==> src/rtl/decode_stage.sv <==
// Decode stage: register read with WB write-through, immediate and control
// decode, load-use stall, flush/halt handling, registered into ID/EX.
module decode_stage #(
    parameter int DATA_W = 16,
    parameter int NREG   = 8
) (
    input  logic              clk,
    input  logic              rst,
    input  logic [15:0]       instr,
    input  logic [DATA_W-1:0] nextPc,
    input  logic              instrValid,
    input  logic              flush,
    input  logic              wbEn,
    input  logic [2:0]        wbReg,
    input  logic [DATA_W-1:0] wbData,
    output logic              stall,
    output logic              exValid,
    output logic [DATA_W-1:0] exPcPlus2,
    output logic [DATA_W-1:0] exRsData,
    output logic [DATA_W-1:0] exRtData,
    output logic [DATA_W-1:0] exImm,
    output logic [4:0]        exOpcode,
    output logic [1:0]        exFunct,
    output logic [2:0]        exDest,
    output logic              exRegWrite,
    output logic              exMemRead,
    output logic              exMemWrite,
    output logic              exHalt
);

    logic [DATA_W-1:0] rf [NREG];
    logic [4:0]        op;
    logic [2:0]        rsIdx;
    logic [2:0]        rtIdx;
    logic [DATA_W-1:0] rsData;
    logic [DATA_W-1:0] rtData;
    logic [DATA_W-1:0] imm;
    logic [2:0]        dest;
    logic              regWrite;
    logic              memRead;
    logic              memWrite;
    logic              usesRt;
    logic              halted;
    logic              hazard;
    logic              bubble;

    assign op    = instr[15:11];
    assign rsIdx = instr[10:8];
    assign rtIdx = instr[7:5];

    // Same-cycle writeback is visible to the read
    assign rsData = (wbEn && wbReg == rsIdx) ? wbData : rf[rsIdx];
    assign rtData = (wbEn && wbReg == rtIdx) ? wbData : rf[rtIdx];

    always_ff @(posedge clk) begin
        if (rst) begin
            for (int i = 0; i < NREG; i++) begin
                rf[i] <= '0;
            end
        end else if (wbEn) begin
            rf[wbReg] <= wbData;
        end
    end

    always_comb begin
        regWrite = 1'b1;
        casez (op)
            5'b00000, 5'b00001, 5'b00010, 5'b00011,
            5'b00100, 5'b00101, 5'b011??, 5'b10000: regWrite = 1'b0;
            default: ;
        endcase
    end

    always_comb begin
        dest = rtIdx;
        casez (op)
            5'b11010, 5'b11011, 5'b111??: dest = instr[4:2];
            5'b11000, 5'b10010:           dest = rsIdx;
            5'b00110, 5'b00111:           dest = 3'd7;
            default: ;
        endcase
    end

    always_comb begin
        imm = {{(DATA_W-5){instr[4]}}, instr[4:0]};
        casez (op)
            5'b00100, 5'b00110:
                imm = {{(DATA_W-11){instr[10]}}, instr[10:0]};
            5'b011??, 5'b11000, 5'b00101, 5'b00111:
                imm = {{(DATA_W-8){instr[7]}}, instr[7:0]};
            5'b10010:
                imm = {{(DATA_W-8){1'b0}}, instr[7:0]};
            5'b0101?:
                imm = {{(DATA_W-5){1'b0}}, instr[4:0]};
            default: ;
        endcase
    end

    always_comb begin
        usesRt = 1'b0;
        casez (op)
            5'b11010, 5'b11011, 5'b111??,
            5'b10000, 5'b10011: usesRt = 1'b1;
            default: ;
        endcase
    end

    assign memRead  = (op == 5'b10001);
    assign memWrite = (op == 5'b10000) || (op == 5'b10011);

    assign hazard = exValid && exMemRead && exRegWrite &&
                    (exDest == rsIdx || (usesRt && exDest == rtIdx));
    assign stall  = instrValid && hazard && !flush && !halted && !rst;
    assign bubble = flush || halted || stall || !instrValid;
    assign exHalt = halted;

    always_ff @(posedge clk) begin
        if (rst) begin
            halted <= 1'b0;
        end else if (!bubble && op == 5'b00000) begin
            halted <= 1'b1;
        end
    end

    always_ff @(posedge clk) begin
        if (rst || bubble) begin
            exValid    <= 1'b0;
            exPcPlus2  <= '0;
            exRsData   <= '0;
            exRtData   <= '0;
            exImm      <= '0;
            exOpcode   <= '0;
            exFunct    <= '0;
            exDest     <= '0;
            exRegWrite <= 1'b0;
            exMemRead  <= 1'b0;
            exMemWrite <= 1'b0;
        end else begin
            exValid    <= 1'b1;
            exPcPlus2  <= nextPc;
            exRsData   <= rsData;
            exRtData   <= rtData;
            exImm      <= imm;
            exOpcode   <= op;
            exFunct    <= instr[1:0];
            exDest     <= dest;
            exRegWrite <= regWrite;
            exMemRead  <= memRead;
            exMemWrite <= memWrite;
        end
    end

endmodule

==> config.mk <==
export PLATFORM = sky130hd
export DESIGN_NAME = decode_stage
export DESIGN_NICKNAME = d
export VERILOG_FILES = /design/src/rtl/decode_stage.sv
export SDC_FILE = /design/constraint.sdc
export NUM_CORES = 1
export LEC_CHECK = 0
export CORE_MARGIN = 3
export CORE_UTILIZATION = 35
export CTS_CLUSTER_DIAMETER = 60
export DETAILED_ROUTE_END_ITERATION = 10
export HOLD_SLACK_MARGIN = 0.1
export PLACE_DENSITY = 0.63
export SLEW_MARGIN = 20
export SYNTH_ARGS = -nofsm -noshare
export SYNTH_HDL_FRONTEND = slang
export SYNTH_SLANG_ARGS = --single-unit
==> constraint.sdc <==
create_clock -name clk -period 1.9 [get_ports clk]
set_input_delay 0.38 -clock clk [delete_from_list [all_inputs] [get_ports clk]]
set_output_delay 0.38 -clock clk [all_outputs]
set_load 0.01 [all_outputs]
# After elaboration in Yosys (flattened, before gate mapping)
# Memory sizes are Yosys's and may differ from the RTL's. A register that Yosys moved wholly into a read port is not among the register bits.
# Cells that the tools add are included.
# Widths: inputs -> output; s select.
# totals
ram_bits	128
latchBits	0
output_inout_bits	80
reg_bits	47
wordCells	72
input_bits	56
memories	1
rom_bits	0
# memory_table
memory	words	width	rd	rd_ports_with_merged_regs	write_ports	line_no	source
rf	8	16	2	2	8	31	logic [DATA_W-1:0] rf [NREG];
# classes
magnitude_cmp	0
add_sub_neg	0
n_reduce_logical	29
n_mux	13
n_eq_ne	19
n_shift	0
bitwise_logic	0
multipliers	0
div	0
# ops
operator	count
$pmux 16 s4	1
$eq 5x5->1 const B	7
$eq 5x3->1 const B	4
$mux 16	1
$reduce_or 16->1	1
$eq 5x2->1 const B	2
$logic_and 1x1->1	9
$mux 1	9
$pmux 3 s3	1
$reduce_or 8->1	1
$eq 3x3->1	2
$logic_or 1x1->1	6
$reduce_or 2->1	3
$eq 5x1->1 const B	1
$logic_not 1->1	5
$logic_not 5->1	1
$reduce_or 5->1	1
$eq 4x3->1 const B	1
$reduce_or 4->1	1
$eq 3x2->1 const B	1
$eq 3x3->1 const B	1
$mux 3	1
$reduce_or 3->1	1

# Logic depth before layout (Yosys ltp)
# Gate-level depths: netlist (run 1).
# logic_depth
depth_word	14
ltp_mapped	9
mapped_depth_nobuf	6

# Least setup slack after synthesis (run 1)
# No wires, ideal clock.
# synth_path
path_type	input port to flip-flop
start	input port rst
end	memory rf[4][0] (enable)
path_stages	5
setup_slack_ps	6
required_ps	1566
arrival_time_ps	1560
path_buffers	1
setup_time_ps	334
cell_sequence	buf_2 -> nor2b_2 -> nand2b_1 -> nor3b_1 -> or2_2
# synth_rtl
element	line_no	source
start: declaration	8	input logic rst,
end: declaration	31	

# Worst setup path after layout (run 1)
# layout_path
start	input port instr[11]
end	output port stall
# layout_between
elab_chain_len	10
word_cells_on_any_way	13
cone_classes	eq/ne: 4; mux: 1; reduce/logical: 8
# layout_rtl
element	line_no	source
start: declaration	9	input logic [15:0] instr,
$eq 5x5->1	101	casez (op)
$reduce_or 5->1 (*)	101	
$mux 1 (*)	101	
$logic_and 1x1->1 (*)	112	(exDest == rsIdx || (usesRt && exDest == rtIdx));
$logic_or 1x1->1 (*)	112	
$logic_and 1x1->1 (*)	111	assign hazard = exValid && exMemRead && exRegWrite &&
$logic_and 1x1->1 (*) (4 in series)	113	assign stall = instrValid && hazard && !flush && !halted && !rst;
end: declaration	16	output logic stall,
# Every way passes the cells marked *; elsewhere a longest branch is shown, timed or not.

==> results by group, run 1 <==
Outcome
  • Outcome: finished with violations
  • Violated checks: negative setup slack

Clocking
  • Hold buffers post-CTS: 0
  • Clock-pin slew on the worst setup and hold paths: 0.07 ns
  • CTS H-tree depth: 4
  • Worst-skew pair later-pin latency: 0.44 ns
  • Clk sinks: 200
  • Root buffer cell: clkbuf_16
  • TritonCTS clock tree: yes
  • Clk buf depth: 2
  • Num CTS Buffers: 17

Critical path
  • Reg2reg start: exDest[1]$_SDFF_PP0_
  • Setup CP Type: input port to primary output
  • Setup crit end kind: primary output
  • R2R setup slack: 0.07 ns
  • RR Endpoint: exHalt$_SDFFE_PP0P_
  • Required @ worst endpoint: 1.52 ns
  • CP arrival: 1.74 ns
  • Max FO, Critical Path: 2
  • Worst reg-to-reg path cell count: 8
  • Startpoint types: input port

STA
  • Min Tclk post-route: 2.116 ns
  • Fmax: 472.5 MHz
  • Final setup vio count: 2
  • Worst slew pin tran: 0.6096 ns
  • TNS Setup: -0.2183 ns
  • Pins Over Slew Limit: 0
  • Final Hold Viols: 0
  • Final period utilization: 111.4%
  • Worst Setup Slack, final: -0.2164 ns
  • Max_slew headroom: 59.36%
  • Unrepaired setup endpoints after global routing: yes
  • Clock Skew: 0.01024 ns

Die
  • Die width: 169.1 um
  • Number of placement rows: 59
  • Effective utilization at floorplan: 35.63%
  • Core Region: 26130 um^2
  • I/O pin count: 136
  • Die Height: 169.1 um
  • Die ar.: 28590 um^2

Finish
  • Proportion of layout cells with a drive suffix above 1: 24.12%
  • Most frequent cells in the layout: and2_1 (154), edfxtp_1 (128), clkdlybuf4s50_1 (127)
  • Net count, final: 898
  • Antenna Cells: 0
  • Fill count: 2284
  • Commonest non-fill, non-tap cell in the layout: and2_1
  • Area growth syn-to-layout: 32.39%

Hold path
  • Hold wc startpoint: nextPc[5]
  • Worst hold path class: input port to register
  • Worst Hold Path Cells: 2
  • Worst hold path endpoint: exPcPlus2[5]$_SDFF_PP0_

Placement
  • DP HPWL: 16.24 mm
  • PortBufs: 135
  • Dpl ws: -0.7347 ns
  • Final Wtd Congestion: 0.7760

Yosys
  • Syn avg cell area: 13.92 um^2
  • Gate Count Post-Synth: 669
  • Unique masters post-synth: 39
  • Syn Std Cell Area: 9310 um^2
  • Part of the Yosys area used for sequential elements: 56.77%
  • Synth top area share: 41.28%
  • Ranking of synthesized cells by area: edfxtp_1 (41%), dfxtp_1 (15%), mux4_2 (15%)
  • Syn Nets: 725
  • Number of synthesized register bits: 200
  • Syn. warnings: 0
  • Synth area leader: edfxtp_1

Power
  • Internal power: 8.068 mW
  • Clk pwr share: 40.2%
  • Gate power share: 12.1%
  • Sw frac: 22.06%
  • Worst VDD drop: 639.3 uV
  • Static Leak: 4.544 nW
  • PwrDens: 839.8 nW/um^2
  • P_sw: 2.283 mW
  • Reg power frac: 47.7%

Global route
  • Grt met2 use: 30.88%
  • Antenna violations before repair: 1
  • GR peak layer: met2
  • Vias in the first global route: 6344
  • GR Util met3: 4.274%
  • Residual overflow from global routing: 0
  • Total GRT Usage: 17.64%
  • First-pass GRT wire length: 37.67 mm
  • Largest net degree at the start of global routing: 37
  • Met1 usage: 21.94%

Route
  • Vias per cell: 5.082
  • Total number of vias: 6042
  • DRT antenna net count: 0
  • Router iterations before antenna repair: 5
  • Initial DRC Count: 363
  • Drt drc: 0
  • Wire length per cell: 20.95 um
  • WL final: 24.92 mm

Flow run
  • Max-Cap Viols: 0
worst max-delay path by stage:
stage,depth (start not counted),start,endpoint,slack [ns]
after floorplan,5,rst,rf[4][0]$_SDFFCE_PN0P_,0.006
after global placement,7,instr[6],stall,-0.72
after detailed placement,7,instr[6],stall,-0.73
after CTS,6,exDest[2]$_SDFF_PP0_,stall,-0.25
after global routing,6,exDest[1]$_SDFF_PP0_,stall,-0.32
final,7,instr[11],stall,-0.22
kinds of logic (layout without fill, tap and decap cells):
family                    count (synthesis)  in the layout  synth area share (%)
buffers and inverters                    58            243                 3.427
xor gates and xnor gates                 14             14                 1.317
DFF                                     200            200                 56.77
AOI/OAI and AO/OA                        51             51                 3.844
and+or+nand+nor                         246            246                 15.29
muxes                                   100            100                 19.35
timing repair:
item / 4_1_cts / 5_1_grt
gates resized for setup: 12 / 18
endpoints found under the setup margin: 5 / 39
buffers inserted: 1 / 0
pin swaps: 5 / 3
per-stage QoR:
step	instance area, um^2	hold WS [ns]	cells	util [%]	power (mW)
final	12330	0.5005	1189	47.17	10.35
after global routing	12330	0.4939	1189	47.17	10.67
after CTS	12250	0.4829	1189	46.88	10.42
after detailed placement	11560	0.5594	1157	44.24	6.277
after global placement	11560	0.5660	1157	44.24	6.260
after floorplan	9310	0.4953	669	-	5.665
cells in the mapped netlist (all sizes together):
master	count
and2	154
edfxtp	128
dfxtp	72
mux4	64
nor2	39
mux2i	36
a211oi	33
buf	33
clkbuf	24
nand2	15
a21oi	8
or2	8
nor3	7
xnor2	7
xor2	7
nor2b	5
nor3b	5
a31oi	3
nand2b	3
and3	2
nand4	2
o21ai	2
or4b	2
a21boi	1
a21o	1
a31o	1
inv	1
nand3	1
nand3b	1
nor4	1
o31a	1
o41ai	1
or3	1
layer usage:
metal / routed length, um / share of wire (%) / vias to the layer above
met4: 360 / 1.4 / 2
met3: 1633 / 6.6 / 27
met2: 12390 / 50 / 208
li1: - / - / 2800
met1: 10520 / 42 / 3005
met5: 13 / 0.052 / -
state kept, by name, summed over array words and instances (netlist names):
register    flops
exDest          3
exHalt          1
exImm          11
exMemRead       1
exMemWrite      1
exOpcode        5
exPcPlus2      16
exRegWrite      1
exRsData       16
exRtData       16
exValid         1
rf            128
worst max-delay path: stages:
cell and delay [ns]:
clkdlybuf4s50_1 0.45, nor2_2 0.17, mux2i_1 0.21, a31o_1 0.20, nand2_1 0.08, nor2_2 0.10
buf_2 0.14
power by group through the flow:
stage,logic [mW],clock network (mW),registers [mW]
finish,1.25,4.16,4.94
global route,1.34,4.36,4.97
CTS,1.25,4.23,4.94
detailed placement,1.24,0,5.03
global placement,1.24,0,5.02
floorplan,0.639,0,5.03
area by class of cell:
class | count | area, um^2 | area share (%)
Clock buffer | 20 | 456.7 | 3.705
Clock inverter | 11 | 217.7 | 1.766
Inverter | 1 | 6.256 | 0.05076
Multi-Input combinational cell | 411 | 3780 | 30.67
Sequential cell | 200 | 5288 | 42.90
Tap cell | 335 | 419.2 | 3.401
Timing Repair Buffer | 211 | 2158 | 17.51
Power figures use the tool's default switching activity.
==> run 2: changes to the inputs <==
--- a/config.mk
+++ b/config.mk
@@ -6,11 +6,11 @@
 export NUM_CORES = 1
 export LEC_CHECK = 0
 export CORE_MARGIN = 3
-export CORE_UTILIZATION = 35
+export CORE_UTILIZATION = 45
 export CTS_CLUSTER_DIAMETER = 60
 export DETAILED_ROUTE_END_ITERATION = 10
 export HOLD_SLACK_MARGIN = 0.1
-export PLACE_DENSITY = 0.63
+export PLACE_DENSITY = 0.76
 export SLEW_MARGIN = 20
 export SYNTH_ARGS = -nofsm -noshare
 export SYNTH_HDL_FRONTEND = slang
==> run 2 against run 1 <==
The run still ends with negative setup slack left. Clock power shrank 18%. Non-clock buffer count down 12. Largest cell class unchanged. Worst hold slack got worse by 0.0083 ns. Critical path type is now register to primary output.
==> results by group, run 2 (synthesis results as in run 1) <==
Global route
  • Antenna violations before repair: 0 (-1)
  • Residual overflow from global routing: 0 (unchanged)
  • Largest net degree at the start of global routing: 37 (unchanged)
  • First-pass GRT wire length: 35.95 mm (-4.6%)
  • Total GRT Usage: 21.49% (+3.9 points)
  • Vias in the first global route: 6486 (+2.2%)

Critical path
  • CP max stage delay: 0.34 ns (-0.11 ns)
  • CP Cell Sequence: xor2_1, nor4_1, a31o_1, nand2_1, nor2_1, buf_2
  • Reg2reg start: exDest[1]$_SDFF_PP0_
  • Setup CP Type: register to primary output
  • Setup crit end kind: primary output
  • Critical path's slowest cell: dfxtp_2
  • Worst path depth: 6 (-1)
  • R2R setup slack: 0.05 ns (-0.02 ns)
  • Worst reg-to-reg path cell count: 8 (unchanged)
  • Crit path max-delay family: simple AND/OR/NAND/NOR gates
  • Worst Path Buf+Inv: 1 (-1)
  • RR Endpoint: exRsData[10]$_SDFF_PP0_
  • Max FO, Critical Path: 2 (unchanged)
  • CP arrival: 1.74 ns (about the same)
  • Required @ worst endpoint: 1.52 ns (about the same)
  • Startpoint types: register

Die
  • Number of placement rows: 51 (-14%)
  • Core Region: 19910 um^2 (-24%)
  • Die width: 149.8 um (-11%)
  • Effective utilization at floorplan: 46.76% (+11 points)
  • Die Height: 149.8 um (-11%)
  • Die ar.: 22450 um^2 (-21%)
  • I/O pin count: 136 (unchanged)

Outcome
  • Outcome: finished with violations
  • Violated checks: negative setup slack

Finish
  • Reg with most FFs: rf
  • Area growth syn-to-layout: 29.16%
  • Max reg flops: 128 (unchanged)
  • Proportion of layout cells with a drive suffix above 1: 23.37% (-0.75 points)
  • Net count, final: 886 (-1.3%)
  • Most frequent cells in the layout: and2_1 (154), clkdlybuf4s50_1 (128), edfxtp_1 (128)
  • Layout Utilization: 60.40% (+13 points)
  • Commonest non-fill, non-tap cell in the layout: and2_1
  • Antenna Cells: 0 (unchanged)

Hold path
  • Worst hold path endpoint: exOpcode[2]$_SDFF_PP0_
  • Worst Hold Path Cells: 3 (+1)
  • Worst hold path class: input port to register
  • Hold wc startpoint: instr[13]

Flow run
  • Max-Cap Viols: 0 (unchanged)

Placement
  • Final Wtd Congestion: 0.8808 (+14%)
  • DP HPWL: 15.80 mm (-2.7%)
  • PortBufs: 135 (unchanged)

Route
  • Initial DRC Count: 448 (+23%)
  • Drt drc: 0 (unchanged)
  • Vias per cell: 5.627 (+11%)
  • DRT antenna net count: 0 (unchanged)
  • Wire length per cell: 21.46 um (+2.4%)
  • WL final: 23.78 mm (-4.5%)
  • Total number of vias: 6235 (+3.2%)
  • Router iterations before antenna repair: 4 (-1)

STA
  • Unrepaired setup endpoints after global routing: yes
  • Max_slew headroom: 53.71% (-5.6 points)
  • Final period utilization: 111.4% (about the same)
  • Clock Skew: 0.008131 ns (-0.002109 ns)
  • Pins Over Slew Limit: 0 (unchanged)
  • Fmax: 472.5 MHz (about the same)
  • Min Tclk post-route: 2.116 ns (-0.00005900 ns)
  • Worst slew pin tran: 0.6944 ns (+0.08475 ns)
  • Worst Setup Slack, final: -0.2163 ns (+0.00005900 ns)
  • Final Hold Viols: 0 (unchanged)
  • Final setup vio count: 11 (+9)

Clocking
  • Num CTS Buffers: 17 (unchanged)
  • Root buffer cell: clkbuf_16
  • Clk buf depth: 2 (unchanged)
  • Hold buffers post-CTS: 0 (unchanged)
  • CTS H-tree depth: 4 (unchanged)
  • Worst-skew pair later-pin latency: 0.44 ns (about the same)
  • Clk sinks: 200 (unchanged)
  • TritonCTS clock tree: yes
  • Clock-pin slew on the worst setup and hold paths: 0.07 ns (about the same)

Power
  • Worst VDD drop: 670.6 uV (+4.9%)
  • Static Leak: 4.411 nW (-2.9%)
  • Pwr Total: 9.604 mW (-7.2%)
  • PwrDens: 798.7 nW/um^2 (-4.9%)
run 2: stage by stage:
step	instance area (um^2)	setup slack (ns)	hold slack (ns)	cells	setup TNS (ns)
floorplan	9310	0.005899	0.4953	669	0
global placement	11340	-0.7695	0.5437	1075	-73.28
detailed placement	11340	-0.7560	0.5581	1075	-77.78
CTS	11930	-0.1942	0.4724	1108	-0.1942
global route	12030	-0.2785	0.5005	1108	-2.939
finish	12030	-0.2163	0.4922	1108	-0.3771
run 2: per-layer routing:
layer / wire (um) / vias to the layer above / GRT usage, %
met1: 9131 / 3150 / 25.78
met5: 0 / - / 0
met3: 1929 / 35 / 5.512
met2: 12160 / 272 / 37.69
li1: - / 2778 / -
met4: 558 / 0 / 7.411
run 2: worst reg2reg max path, cell delays in order (launching register included):
cell and delay [ns]:
dfxtp_2 0.35, buf_4 0.11, xor2_1 0.21, nor3_2 0.06
a31o_1 0.22, buf_4 0.15, a21o_2 0.26, buf_12 0.19
a211oi_4 0.22
run 2: worst max path at each step:
stage,start,end,slack [ns]
after floorplan,rst,rf[4][0]$_SDFFCE_PN0P_,0.006
after global placement,instr[7],stall,-0.77
after detailed placement,instr[7],stall,-0.76
after CTS,exDest[2]$_SDFF_PP0_,stall,-0.19
after global routing,instr[11],stall,-0.28
final,exDest[2]$_SDFF_PP0_,stall,-0.22
run 2: final cells by class:
cell class	count	area, um^2
clock inverter	12	87.58
timing repair buffer	199	2031
tap	265	331.6
inverter	1	6.256
sequential	200	5289
clock buffer	20	467.9
fill	1522	7884
multi-input combinational	411	3812
run 2: report_power, final:
part	internal [mW]	total [mW]	switching [mW]	leakage, nW
registers	4.84	4.95	0.108	1.81
logic	0.669	1.23	0.558	2.32
clock network	1.80	3.43	1.62	0.274
run 2: what timing repair did:
action / in CTS / in global routing
setup endpoints to repair: 45 / 65
pin swaps: 3 / 1
endpoints found under the hold margin: 0 / 0
setup buffers: 1 / 0
resized for setup: 15 / 21
